`src/rtl/mux_scan_nx1.sv`:
```
// mux_scan_nx1: N_CH x DATA_W channel mux with a registered valid/ready output, host-loaded manual select
// and a round-robin auto scan with DWELL samples per channel. Define MUX_CH_MASK_EN to add ch_mask (auto-scan channel skip).
module mux_scan_nx1 #(
    parameter int DATA_W = 1,
    parameter int N_CH   = 8,
    parameter int SEL_W  = 3,
    parameter int DWELL  = 1
) (
    input  logic                     clk,
    input  logic                     rst,
    input  logic [N_CH*DATA_W-1:0]   in_data,
    input  logic                     en,
    input  logic                     mode,
    input  logic [SEL_W-1:0]         sel_in,
    input  logic                     sel_load,
`ifdef MUX_CH_MASK_EN
    input  logic [N_CH-1:0]          ch_mask,
`endif
    output logic [DATA_W-1:0]        out_data,
    output logic [SEL_W-1:0]         out_sel,
    output logic                     out_valid,
    input  logic                     out_ready,
    output logic                     scan_done,
    output logic                     sel_err
);

    typedef enum logic {
        IDLE = 1'b0,
        RUN  = 1'b1
    } state_t;

    state_t             state_reg;
    logic [SEL_W-1:0]   sel_reg;
    logic [SEL_W-1:0]   ptr_reg;
    logic [7:0]         dwell_cnt_reg;
    logic               mode_reg;

    logic [DATA_W-1:0]  ch_data [N_CH];
    logic [DATA_W-1:0]  cap_data;
    logic [SEL_W-1:0]   cur_idx;
    logic [SEL_W-1:0]   nxt_idx;
    logic [SEL_W-1:0]   cap_idx;
    logic               cur_ok;
    logic               wrap;
    logic               mode_chg;
    logic               cap_go;
    logic               cap_in_range;
    logic               dwell_last;

    generate
        for (genvar gi = 0; gi < N_CH; gi++) begin : g_ch
            assign ch_data[gi] = in_data[gi*DATA_W +: DATA_W];
        end
    endgenerate

`ifdef MUX_CH_MASK_EN
    // Doubling the mask turns the circular search into a plain shift plus a priority pick.
    logic [2*N_CH-1:0]  mask2;
    logic [N_CH-1:0]    rot_cur;
    logic [N_CH-1:0]    rot_nxt;
    logic [SEL_W:0]     cur_off;
    logic [SEL_W:0]     cur_sum;
    logic [SEL_W:0]     nxt_off;
    logic [SEL_W:0]     nxt_sum;

    assign mask2   = {ch_mask, ch_mask};
    assign rot_cur = N_CH'(mask2 >> ptr_reg);
    assign rot_nxt = N_CH'(mask2 >> ({1'b0, cur_idx} + (SEL_W+1)'(1)));

    // Channel to sample now: first enabled index at or after ptr.
    always_comb begin
        cur_off = '0;
        cur_ok  = 1'b0;
        for (int k = N_CH - 1; k >= 0; k--) begin
            if (rot_cur[k]) begin
                cur_off = (SEL_W+1)'(k);
                cur_ok  = 1'b1;
            end
        end
        cur_sum = {1'b0, ptr_reg} + cur_off;
        if (cur_sum >= (SEL_W+1)'(N_CH)) begin
            cur_sum = cur_sum - (SEL_W+1)'(N_CH);
        end
        cur_idx = cur_sum[SEL_W-1:0];
    end

    // Next enabled index strictly after the current one; crossing N_CH-1 is the scan wrap.
    always_comb begin
        nxt_off = (SEL_W+1)'(N_CH);
        for (int k = N_CH - 1; k >= 0; k--) begin
            if (rot_nxt[k]) begin
                nxt_off = (SEL_W+1)'(k + 1);
            end
        end
        nxt_sum = {1'b0, cur_idx} + nxt_off;
        wrap    = 1'b0;
        if (nxt_sum >= (SEL_W+1)'(N_CH)) begin
            nxt_sum = nxt_sum - (SEL_W+1)'(N_CH);
            wrap    = 1'b1;
        end
        nxt_idx = nxt_sum[SEL_W-1:0];
    end
`else
    assign cur_idx = ptr_reg;
    assign cur_ok  = 1'b1;
    assign wrap    = (ptr_reg == SEL_W'(N_CH - 1));
    assign nxt_idx = wrap ? '0 : ptr_reg + SEL_W'(1);
`endif

    assign mode_chg     = (mode != mode_reg);
    assign cap_idx      = mode ? cur_idx : sel_reg;
    assign cap_in_range = ({1'b0, cap_idx} < (SEL_W+1)'(N_CH));
    assign dwell_last   = (dwell_cnt_reg == 8'(DWELL - 1));
    assign cap_go       = (state_reg == RUN) && en && !mode_chg
                          && (!out_valid || out_ready) && (!mode || cur_ok);

    always_comb begin
        cap_data = '0;
        for (int i = 0; i < N_CH; i++) begin
            if (cap_idx == SEL_W'(i)) begin
                cap_data = ch_data[i];
            end
        end
    end

    always_ff @(posedge clk or posedge rst) begin
        if (rst) begin
            state_reg     <= IDLE;
            sel_reg       <= '0;
            ptr_reg       <= '0;
            dwell_cnt_reg <= '0;
            mode_reg      <= 1'b0;
            out_data      <= '0;
            out_sel       <= '0;
            out_valid     <= 1'b0;
            scan_done     <= 1'b0;
            sel_err       <= 1'b0;
        end else begin
            mode_reg  <= mode;
            scan_done <= 1'b0;

            if (sel_load) begin
                sel_reg <= sel_in;
            end

            case (state_reg)
                IDLE:    if (en)  state_reg <= RUN;
                RUN:     if (!en) state_reg <= IDLE;
                default: state_reg <= IDLE;
            endcase

            // A mode switch restarts the scan and spends this edge without capturing.
            if (mode_chg) begin
                ptr_reg       <= '0;
                dwell_cnt_reg <= '0;
            end else if (cap_go && mode) begin
                if (dwell_last) begin
                    dwell_cnt_reg <= '0;
                    ptr_reg       <= nxt_idx;
                    scan_done     <= wrap;
                end else begin
                    dwell_cnt_reg <= dwell_cnt_reg + 8'd1;
                    ptr_reg       <= cur_idx;
                end
            end

            if (cap_go) begin
                out_valid <= 1'b1;
                out_data  <= cap_in_range ? cap_data : '0;
                out_sel   <= cap_idx;
                sel_err   <= !cap_in_range;
            end else if (out_ready) begin
                out_valid <= 1'b0;
            end
        end
    end

endmodule

```
`config.mk`:
```
export PLATFORM = sky130hd
export DESIGN_NAME = mux_scan_nx1
export DESIGN_NICKNAME = d
export VERILOG_FILES = /design/src/rtl/mux_scan_nx1.sv
export SDC_FILE = /design/constraint.sdc
export NUM_CORES = 1
export LEC_CHECK = 0
export CAP_MARGIN = 20
export CORE_MARGIN = 2
export CORE_UTILIZATION = 30
export CTS_BUF_LIST = sky130_fd_sc_hd__clkbuf_8 sky130_fd_sc_hd__clkbuf_16
export DETAILED_ROUTE_END_ITERATION = 8
export PLACE_DENSITY = 0.49
export SLEW_MARGIN = 20
export SYNTH_ARGS = -nofsm -noshare
export SYNTH_HDL_FRONTEND = slang
export SYNTH_SLANG_ARGS = --single-unit
```
`constraint.sdc`:
```
create_clock -name clk -period 3 [get_ports clk]
set_input_delay 0.3 -clock clk [delete_from_list [all_inputs] [get_ports clk]]
set_output_delay 0.3 -clock clk [all_outputs]
set_load 0.02 [all_outputs]
```
Word level (Yosys, flattened, before mapping)
Cells that the tools add are included.
{"block": "op_classes", "add_sub_neg": 2, "eq_ne": 9, "n_mux": 22, "reduce_logical": 13}
{"op": "2-to-1 mux 8 bit", "count": 3}
{"op": "equality test 3 bit, second input constant", "count": 5}
{"op": "2-to-1 mux 3 bit", "count": 5}
{"op": "2-to-1 mux 1 bit", "count": 14}
{"op": "adder 8 x 1 -> 8 bit, second input constant", "count": 1}
{"op": "zero test 8 bit", "count": 1}
{"op": "equality test 3 x 2 -> 1 bit, second input constant", "count": 2}
{"op": "nonzero test 2 bit", "count": 3}
{"op": "logical AND 1 bit", "count": 4}
{"op": "adder 3 x 1 -> 3 bit, second input constant", "count": 1}
{"op": "equality test 3 x 1 -> 1 bit, second input constant", "count": 1}
{"op": "zero test 3 bit", "count": 1}
{"op": "zero test 1 bit", "count": 2}
{"op": "AND reduction 2 bit", "count": 1}
{"op": "logical OR 1 bit", "count": 1}
{"op": "inequality test 1 bit", "count": 1}
{"block": "totals", "reg_bits": 22, "inputBits": 17, "output_inout_bits": 7, "wordCells": 55}

Logic depth before layout (Yosys ltp)
Gate-level depths: netlist of run 1.
{"block": "depth", "ltp_word": 10, "mapped_depth": 8, "depth_no_buf": 7}

Least setup slack after synthesis of run 1
No wires, ideal clock.
{"block": "synth_timing", "path_type": "register to register", "startpoint": "reg out_valid", "endpoint": "reg dwell_cnt_reg[5]", "setup_time_ps": 121, "arrival_time_ps": 1435, "required_ps": 2879, "slack_ps": 1444, "stages_incl_launch_ff": 6, "path_buffers": 0, "period_less_slack_ps": 1556, "path_cell_list": "dfrtp_1 -> or2b_2 -> a21oi_4 -> or2_2 -> o21ai_1 -> a22o_1"}
{"block": "synth_via", "elab_chain_len": 5}
{"element": "start: declaration", "line_no": "21", "text": "output logic out_valid,"}
{"element": "start signal: assignment", "line_no": "135", "text": "out_valid <= 1'b0;"}
{"element": "start signal: assignment", "line_no": "168", "text": "out_valid <= 1'b1;"}
{"element": "start signal: assignment", "line_no": "173", "text": "out_valid <= 1'b0;"}
{"element": "zero test 1 bit", "line_no": "115", "text": "&& (!out_valid || out_ready) && (!mode || cur_ok);"}
{"element": "logical OR 1 bit", "line_no": "115"}
{"element": "logical AND 1 bit", "line_no": "115"}
{"element": "logical AND 1 bit", "line_no": "156", "text": "end else if (cap_go && mode) begin"}
{"element": "nonzero test 2 bit (no line)"}
{"element": "end signal: assignment", "line_no": "162", "text": "dwell_cnt_reg <= dwell_cnt_reg + 8'd1;"}
{"element": "end: declaration", "line_no": "35", "text": "logic [7:0] dwell_cnt_reg;"}
Every way passes these cells.
A chain may end at the register's enable or synchronous reset.

Worst setup path in the final report of run 1
{"block": "layout_timing", "startpoint": "in mode", "endpoint": "reg out_sel[0]"}
{"block": "layout_via", "elab_chain_len": 4, "word_cells_on_any_way": 5, "classes_between": "eq/ne (1); mux (1); reduce/logical (3)"}
{"element": "start: declaration", "line_no": "13", "text": "input logic mode,"}
{"element": "inequality test 1 bit", "line_no": "110", "text": "assign mode_chg = (mode != mode_reg);"}
{"element": "zero test 1 bit", "line_no": "114", "text": "assign cap_go = (state_reg == RUN) && en && !mode_chg"}
{"element": "logical AND 1 bit", "line_no": "114"}
{"element": "logical AND 1 bit", "line_no": "115"}
{"element": "end signal: assignment", "line_no": "170", "text": "out_sel <= cap_idx;"}
{"element": "end: declaration", "line_no": "20", "text": "output logic [SEL_W-1:0] out_sel,"}
Several ways; a longest one is shown, not always the timed one.

==> results of run 1 <==
worst reg2reg max path, delay by kind of cell, from the launching register on:
kind	cells	cell delay, ns
compound gates	2	0.21
flops	1	0.43
buf+inv	2	0.30
simple gates	3	0.52
fa+ha+maj	1	0.15
cells in the mapped netlist, types with 2 or more instances:
master,number
a21oi_1,5
buf_4,2
buf_6,2
dfrtp_1,22
ha_1,4
inv_1,7
mux2_2,5
mux2i_1,3
nand2_1,10
nand3_1,3
nand4_1,2
nor2_1,10
nor3_1,4
nor4b_1,3
o21ai_0,2
o21ai_1,2
o21ai_2,2
xnor2_1,6
per-stage QoR:
| step | std cells | utilization | total power, mW | cell area, sq um | hold slack, ns |
|---|---|---|---|---|---|
| after floorplan | 121 | - | 0.504 | 1270 | 0.289 |
| after global placement | 189 | 0.375 | 0.592 | 1520 | 0.505 |
| after detailed placement | 189 | 0.375 | 0.594 | 1520 | 0.500 |
| after CTS | 193 | 0.389 | 0.815 | 1580 | 0.502 |
| after global routing | 193 | 0.389 | 0.860 | 1580 | 0.516 |
| final | 193 | 0.389 | 0.801 | 1580 | 0.500 |
worst max-delay path by stage:
stage / startpoint / to / slack [ns] / cells past startpoint
2_1_floorplan: out_valid$_DFFE_PP0P_ / dwell_cnt_reg[5]$_DFFE_PP0P_ / 1.44 / 5
3_3_place_gp: mode / out_sel[0]$_DFFE_PP0P_ / 0.72 / 4
3_5_place_dp: mode / out_sel[0]$_DFFE_PP0P_ / 0.68 / 4
4_1_cts: mode / out_data$_DFFE_PP0P_ / 0.97 / 6
5_1_grt: mode / out_data$_DFFE_PP0P_ / 0.76 / 6
6_report: mode / out_sel[0]$_DFFE_PP0P_ / 0.96 / 4
cell type report:
type,instances,area [sq um],share of cell area
multi-input combinational,87,654,0.415
sequential,22,551,0.349
timing repair buffer,23,228,0.144
tap,50,62.6,0.0397
clock buffer,4,55.1,0.0349
inverter,7,26.3,0.0167
cell families (layout without fill, tap and decap cells):
family,count (synthesis),after routing,share of synthesized area
other cells,1,1,0.00294
compound gates,18,18,0.102
fa+ha+maj,4,4,0.0393
mux,10,10,0.0874
buf+inv,12,34,0.0540
xor+xnor,7,7,0.0540
flops,22,22,0.432
simple gates,47,47,0.228
report_power, final:
part	switching [mW]	internal (mW)	total [mW]	leakage (nW)
Clock	0.0990	0.117	0.216	0.0288
Combinational	0.107	0.111	0.218	0.341
Sequential	0.0340	0.333	0.367	0.284
Total	0.240	0.561	0.801	0.653
per-layer routing:
metal	track usage	vias up	wire [um]
met1	0.160	448	1260
li1	-	461	-
met3	0.0234	4	76
met2	0.182	20	1170
met5	0	-	0
met4	0.0392	0	31
==> results by group, run 1 <==
GRT
  • Antenna violations before repair: 0
  • GRT Util Overall: 0.116
  • First-pass GRT wire length: 4540 um
  • Grt ovf: 0
  • Largest net degree at the start of global routing: 23
  • Number of global-route vias before repair: 950

Synthesis
  • Synth cell types: 45
  • Synthesized Nets: 142
  • Post-Syn Area per Cell: 10.5 sq um
  • Post-synth top area share: 0.432
  • Synth area leaders: dfrtp_1 (43%), mux2_2 (4.4%), xnor2_1 (4.1%), ha_1 (3.9%), nand2_1 (2.9%)
  • #FFs+latches synth: 22
  • Post-synth ARST share: 1.00
  • Synthesized area: 1270 sq um
  • Most used DFF post-synth: dfrtp_1
  • Post-synth EDFFs: 0
  • Post-synthesis sequential area ratio: 0.432
  • Syn Inst Count: 121
  • Yosys top cell by area: dfrtp_1
  • Total of warnings raised by yosys: 0

Clock network
  • Clk pin slew, worst setup/hold paths: 0.08 ns
  • Worst-Skew Late Latency: 0.26 ns
  • H-tree level count: 1
  • CTS Buffer Depth: 2
  • Postcts setup bufs: 0
  • Root Driver: clkbuf_8
  • CTS Hold Bufs: 0
  • CTS sink count: 22
  • Post_cts resized: 0
  • CTS tree: built
  • Total CTS buffers: 3

Placed design
  • Post-place setup slack: 0.678 ns
  • DPL Wire Length: 1930 um
  • GP Congestion: 0.762
  • PortBufs: 22

Worst hold path
  • Worst Hold Path Cells: 1
  • Min-Delay Endpoint: state_reg$_DFF_PP0_
  • Hold path start: en
  • Hold crit path type: primary input to register

Final layout
  • Nets: 165
  • Antenna diode count: 0
  • Synth-to-layout area growth: 23.8%
  • Layout cells sized above 1: 0.175
  • FILL cells: 390
  • Largest register FFs: 8
  • Commonest cells after routing, fill and taps aside: dfrtp_1 (22), clkdlybuf4s50_1 (22), nor2_1 (10), nand2_1 (10), inv_1 (7)

Worst setup path
  • Crit Path Class: primary input to register
  • Crit-path max cell delay: 0.75 ns
  • CP endpoint kind: register
  • CP arrival: 2.20 ns
  • Cells along the critical path: clkdlybuf4s50_1 -> xnor2_1 -> and3_1 -> mux2_1
  • Worst path top cell family by delay: buffers and inverters
  • Worst path bufs/invs: 1
  • Slowest stage cell, crit path: clkdlybuf4s50_1
  • Crit start category: primary input
  • Cells on worst reg2reg path: 8
  • Crit path max fanout: 13
  • Crit path required time: 3.16 ns
  • Reg2reg setup slack: 1.34 ns
  • FF-to-FF Start: dwell_cnt_reg[0]$_DFFE_PP0P_
  • Reg2reg end: cur_idx[1]$_DFFE_PP0P_

Timing
  • Final Hold Violating Endpoints: 0
  • Post-route minimum period: 2.04 ns
  • Slew Limit Headroom: 0.432
  • Final Worst Setup Slack: 0.956 ns
  • Highest clock rate: 489 MHz
  • Final setup fails: 0
  • Final clock skew: 0.00405 ns
  • Max Slew Vio Count: 0
  • Least-Margin Pin Slew: 0.852 ns
  • Crit share post-route: 0.681
  • Setup TNS: 0 ns
  • RSZ-0062 raised after global routing: false

Die
  • Top-level I/O count: 24
  • Starting Density: 0.314
  • Cell row count: 23
  • Die Span Y: 69.2 um
  • Die area: 4780 sq um
  • Die Wd: 69.2 um
  • Core area: 4060 sq um

Route
  • 1st-iter DRT viols: 31
  • Via density: 4.83
  • Routed WL per cell: 13.1 um
  • Wirelength, routed: 2530 um
  • Detail Route Antenna Nets: 0
  • Post-route DRC: 0
  • DRT Pass-1 Iters: 4
  • Vias: 933

Power and ir drop
  • LEAKAGE: 0.653 nW
  • Pwr per Cell Area: 508 nW/um^2
  • Worst vdd ir: 231 uV

Job
  • MaxCap Viol Count: 0

Status
  • Status: finished clean
(Power assumes the default switching activity.)
==> inputs of run 2 (changes only) <==
clock period = 2.1 ns   (was 3 ns; I/O delays follow)
==> run 2 against run 1 <==
Compared with the run above:
- final area grew 2.9%
- count of clock-buffer cells in the layout unchanged
- routed wire length fell by 5.1%
- sequential power grew 43%
- clock power increased by 40%
- hold slack lost 0.22 ns
- clock skew about the same
==> results by group, run 2 (synthesized netlist as in run 1, its figures left out) <==
Clock network
  • Root Driver: clkbuf_8
  • H-tree level count: 1 (unchanged)
  • Postcts setup bufs: 0 (unchanged)
  • CTS sink count: 22 (unchanged)
  • CTS tree: built
  • CTS Hold Bufs: 0 (unchanged)
  • Total CTS buffers: 3 (unchanged)
  • CTS Buffer Depth: 2 (unchanged)
  • Post_cts resized: 0 (unchanged)
  • Clk pin slew, worst setup/hold paths: 0.08 ns (about the same)
  • Worst-Skew Late Latency: 0.26 ns (about the same)

Die
  • Core area: 4060 sq um (unchanged)
  • Starting Density: 0.314 (unchanged)
  • Die Span Y: 69.2 um (unchanged)
  • Die area: 4780 sq um (unchanged)
  • Cell row count: 23 (unchanged)
  • Top-level I/O count: 24 (unchanged)
  • Die Wd: 69.2 um (unchanged)

Placed design
  • GP Congestion: 0.732 (-3.9%)
  • PortBufs: 22 (unchanged)
  • DPL Wire Length: 1870 um (-3.1%)
  • Post-place setup slack: 0.223 ns (-0.455 ns)
  • Cells after DPL: 195 (+3.2%)
  • Cell Area, Placed: 1570 sq um (+3.0%)

Timing
  • RSZ-0062 raised after global routing: false
  • Max Slew Vio Count: 0 (unchanged)
  • Final Worst Setup Slack: 0.447 ns (-0.509 ns)
  • Post-route minimum period: 1.65 ns
  • Final setup fails: 0 (unchanged)
  • Setup TNS: 0 ns (unchanged)
  • Hold slack: 0.284 ns (-0.215 ns)
  • Crit share post-route: 0.787
  • Final clock skew: 0.00440 ns (+0.000354 ns)
  • Highest clock rate: 605 MHz
  • Final Hold Violating Endpoints: 0 (unchanged)

Worst setup path
  • Slowest stage cell, crit path: dfrtp_1
  • Crit path max fanout: 5 (-8)
  • Worst path top cell family by delay: flip-flops
  • CP arrival: 1.80 ns (-0.40 ns)
  • Cells on worst reg2reg path: 6 (-2)
  • Worst path depth: 6 (+2)
  • Worst path bufs/invs: 1 (unchanged)
  • Crit-path max cell delay: 0.43 ns (-0.32 ns)
  • Crit start category: register
  • Cells along the critical path: inv_1 -> ha_1 -> nor4b_4 -> a21oi_2 -> nor3_4 -> mux2_2
  • CP endpoint kind: register
  • Crit path required time: 2.25 ns (-0.91 ns)
  • Crit Path Class: register to register

GRT
  • Grt ovf: 0 (unchanged)
  • Largest net degree at the start of global routing: 23 (unchanged)
  • Number of global-route vias before repair: 966 (+1.7%)
  • GRT Util Overall: 0.105 (-0.0114)
  • First-pass GRT wire length: 4160 um (-8.4%)
  • Antenna violations before repair: 0 (unchanged)

Route
  • Post-route DRC: 0 (unchanged)
  • Wirelength, routed: 2410 um (-5.1%)
  • DRT Pass-1 Iters: 4 (unchanged)
  • Vias: 939 (+0.64%)
  • Via density: 4.72 (-2.4%)
  • Routed WL per cell: 12.1 um (-8.0%)
  • Detail Route Antenna Nets: 0 (unchanged)
  • 1st-iter DRT viols: 43 (+39%)

Status
  • Status: finished clean

Final layout
  • FILL cells: 393 (+0.77%)
  • Nets: 171 (+3.6%)
  • Final core utilization: 0.400 (+0.0111)
  • Largest register FFs: 8 (unchanged)
  • Cell area after layout: 1620 sq um (+2.9%)
  • Synth-to-layout area growth: 27.3%
  • Antenna diode count: 0 (unchanged)
  • Fin cells: 199 (+3.1%)
  • Commonest cells after routing, fill and taps aside: dfrtp_1 (22), clkdlybuf4s50_1 (22), nor2_1 (10), nand2_1 (10)
  • Layout cells sized above 1: 0.208 (+0.0332)

Power and ir drop
  • Clock Power Share: 0.263 (-0.007)
  • LEAKAGE: 0.682 nW (+4.4%)
  • P_sw: 0.336 mW (+40%)
  • Internal: 0.813 mW (+45%)
  • Logic pwr share: 0.281 (+0.009)
  • Total power: 1.15 mW (+43%)
  • Part of the power in registers: 0.456 (-0.002)
  • Net Sw Frac: 0.292 (-0.00759)
  • Worst vdd ir: 265 uV (+15%)
  • Pwr per Cell Area: 709 nW/um^2 (+39%)

Worst hold path
  • Hold crit path type: primary input to asynchronous set/reset pin

Job
  • MaxCap Viol Count: 0 (unchanged)
## run 2: cell types whose count changed in the layout (fill, tap and decap cells not counted)
cell / delta
buf_4: +6
## run 2: cell type report
class | instances | area, sq um | share of cell area
Multi-Input combinational cell | 87 | 654 | 0.404
Tap cell | 50 | 62.6 | 0.0386
Inverter | 7 | 26.3 | 0.0162
Sequential cell | 22 | 551 | 0.340
Timing Repair Buffer | 29 | 273 | 0.168
Clock buffer | 4 | 55.1 | 0.0340
## run 2: power by group through the flow
stage	Sequential (mW)	Clock, mW	Combinational (mW)
final	0.523	0.303	0.323
after global routing	0.531	0.339	0.356
after CTS	0.524	0.315	0.328
after detailed placement	0.530	0	0.328
after global placement	0.532	0	0.324
after floorplan	0.552	0	0.167
## run 2: layer usage
layer,routed length [um],up-vias,GRT usage
met3,105,2,0.0132
met2,1150,26,0.186
li1,-,471,-
met4,20,0,0.0414
met5,0,-,0
met1,1130,440,0.128
## run 2: worst paths after layout
kind                                              start                            to  slack [ns]
max                        dwell_cnt_reg[0]$_DFFE_PP0P_        cur_idx[0]$_DFFE_PP0P_        0.45
min                                                 rst  dwell_cnt_reg[1]$_DFFE_PP0P_        0.28
min reg2reg                      out_sel[0]$_DFFE_PP0P_        out_sel[0]$_DFFE_PP0P_        0.52
max in group asynchronous                           rst            mode_reg$_DFF_PP0_        1.59
max reg2reg                dwell_cnt_reg[0]$_DFFE_PP0P_        cur_idx[0]$_DFFE_PP0P_        0.45
min in group clk                                     en           state_reg$_DFF_PP0_        0.41
## run 2: worst min-delay path: stages
cell and delay [ns]:
clkdlybuf4s50_1 0.40, inv_1 0.05, buf_4 0.28
==> inputs of run 3 (changes only) <==
clock period = 1.7 ns   (was 2.1 ns; I/O delays follow)
==> run 3 against run 2 <==
Compared with the run above:
- sequential power is 24% higher
- global-route usage is 1.5 points higher
- fmax is 2.0% higher
- hold slack worse by 0.034 ns
- sequential share of layout area is 1.3 points lower
- total power is 21% higher
- via count is 2.7% higher
- critical path depth stayed put
- core utilization is 1.5 points higher
- largest power group unchanged
- highest routed layer unchanged
==> results by group, run 3 (synthesized netlist as in run 1, its figures left out) <==
Die
  • Starting Density: 0.314 (unchanged)
  • Cell row count: 23 (unchanged)
  • Die Span Y: 69.2 um (unchanged)
  • Die area: 4780 sq um (unchanged)
  • Core area: 4060 sq um (unchanged)
  • Top-level I/O count: 24 (unchanged)
  • Die Wd: 69.2 um (unchanged)

Worst setup path
  • CP arrival: 1.77 ns (-0.03 ns)
  • Crit path required time: 1.85 ns (-0.40 ns)
  • Cells on worst reg2reg path: 6 (unchanged)
  • Reg2reg setup slack: 0.08 ns (-0.37 ns)
  • Crit path max fanout: 3 (-2)
  • Reg2reg end: cur_idx[0]$_DFFE_PP0P_
  • FF-to-FF Start: dwell_cnt_reg[1]$_DFFE_PP0P_
  • CP endpoint kind: register
  • Crit Path Class: register to register
  • Crit start category: register

Placed design
  • Post-place setup slack: -0.108 ns (-0.331 ns)
  • GP Congestion: 0.741 (+1.2%)
  • DPL Wire Length: 2000 um (+7.2%)
  • PortBufs: 22 (unchanged)
  • Cells after DPL: 202 (+3.6%)

Final layout
  • Commonest cells after routing, fill and taps aside: dfrtp_1 (22), clkdlybuf4s50_1 (22), buf_4 (14)
  • Antenna diode count: 0 (unchanged)
  • Nets: 179 (+4.7%)
  • Largest register FFs: 8 (unchanged)
  • FILL cells: 396 (+0.76%)
  • Layout cells sized above 1: 0.244 (+0.0355)
  • Fin cells: 206 (+3.5%)
  • Seq. cell area: 551 sq um (unchanged)
  • Synth-to-layout area growth: 32.2%
  • Multi-input logic area: 658 sq um (+0.57%)

GRT
  • Grt ovf: 0 (unchanged)
  • First-pass GRT wire length: 4660 um (+12%)
  • Number of global-route vias before repair: 1028 (+6.4%)
  • Antenna violations before repair: 0 (unchanged)
  • GRT Util Overall: 0.119 (+0.0147)
  • Largest net degree at the start of global routing: 23 (unchanged)

Clock network
  • CTS Buffer Depth: 2 (unchanged)
  • H-tree level count: 1 (unchanged)
  • Root Driver: clkbuf_8
  • CTS tree: built
  • Total CTS buffers: 3 (unchanged)
  • Worst-Skew Late Latency: 0.26 ns (about the same)
  • CTS sink count: 22 (unchanged)
  • Clk pin slew, worst setup/hold paths: 0.08 ns (about the same)

Timing
  • Final Worst Setup Slack: 0.0786 ns (-0.368 ns)
  • Final clock skew: 0.00163 ns (-0.00278 ns)
  • Final Hold Violating Endpoints: 0 (unchanged)
  • Post-route minimum period: 1.62 ns (-0.0319 ns)
  • Highest clock rate: 617 MHz (+2.0%)
  • Setup TNS: 0 ns (unchanged)
  • Crit share post-route: 0.954 (+0.166)
  • Final setup fails: 0 (unchanged)
  • RSZ-0062 raised after global routing: true
  • Hold slack: 0.250 ns (-0.0341 ns)
  • Max Slew Vio Count: 0 (unchanged)

Route
  • Vias: 964 (+2.7%)
  • Via density: 4.68 (-0.83%)
  • 1st-iter DRT viols: 87 (+100%)
  • DRT Pass-1 Iters: 4 (unchanged)
  • Detail Route Antenna Nets: 0 (unchanged)
  • Wirelength, routed: 2500 um (+3.7%)
  • Post-route DRC: 0 (unchanged)
  • Routed WL per cell: 12.1 um (+0.22%)

Power and ir drop
  • Pwr per Cell Area: 829 nW/um^2 (+17%)
  • LEAKAGE: 0.725 nW (+6.2%)
  • Worst vdd ir: 397 uV (+50%)

Worst hold path
  • Hold crit path type: primary input to asynchronous set/reset pin

Job
  • MaxCap Viol Count: 0 (unchanged)

Status
  • Status: finished clean
-- run 3: cell count changes in the layout (fill, tap and decap cells not counted), sizes merged --
cell	delta
buf	+8
clkbuf	-1
-- run 3: through the flow --
stage / cell area [sq um] / power, mW / util
after floorplan: 1270 / 0.889 / -
after global placement: 1630 / 1.07 / 0.402
after detailed placement: 1630 / 1.08 / 0.402
after CTS: 1670 / 1.42 / 0.412
after global routing: 1680 / 1.50 / 0.415
final: 1680 / 1.40 / 0.415
-- run 3: cell type report --
cell class | count | area share
Tap cell | 50 | 0.0371
Clock buffer | 3 | 0.0245
Sequential cell | 22 | 0.327
Inverter | 7 | 0.0156
Multi-Input combinational cell | 87 | 0.391
Timing Repair Buffer | 37 | 0.205
-- run 3: where the power goes --
part	internal [mW]	switching, mW	leakage (nW)	total, mW
clock network	0.158	0.168	0.0216	0.326
logic	0.230	0.194	0.419	0.424
registers	0.588	0.0579	0.284	0.646
-- run 3: worst max-delay path by stage --
| stage | start | endpoint | slack (ns) |
|---|---|---|---|
| 2_1_floorplan | out_valid$_DFFE_PP0P_ | dwell_cnt_reg[5]$_DFFE_PP0P_ | 0.14 |
| 3_3_place_gp | mode | dwell_cnt_reg[5]$_DFFE_PP0P_ | -0.05 |
| 3_5_place_dp | mode | out_data$_DFFE_PP0P_ | -0.11 |
| 4_1_cts | dwell_cnt_reg[1]$_DFFE_PP0P_ | cur_idx[0]$_DFFE_PP0P_ | 0.04 |
| 5_1_grt | dwell_cnt_reg[1]$_DFFE_PP0P_ | cur_idx[1]$_DFFE_PP0P_ | -0.03 |
| 6_report | dwell_cnt_reg[1]$_DFFE_PP0P_ | cur_idx[0]$_DFFE_PP0P_ | 0.08 |
-- run 3: critical path, cell delays in order (launching register included) --
cell and delay (ns):
dfrtp_1 0.38, inv_1 0.06, ha_1 0.14, nor4b_4 0.25, a21oi_2 0.13, nor3_4 0.23
mux2_4 0.32
-- run 3: what timing repair did --
item | in CTS | in global routing
resized for setup | 0 | 1
hold buffers | 0 | 0
setup buffers | 0 | 1
endpoints found under the setup margin | 0 | 2
-- run 3: metal layers --
metal,part of all wire,global-route usage,wire length [um]
met1,0.47,0.152,1170
met4,0.0072,0.0458,18
met2,0.49,0.200,1220
met5,0,0,0
met3,0.033,0.0219,82
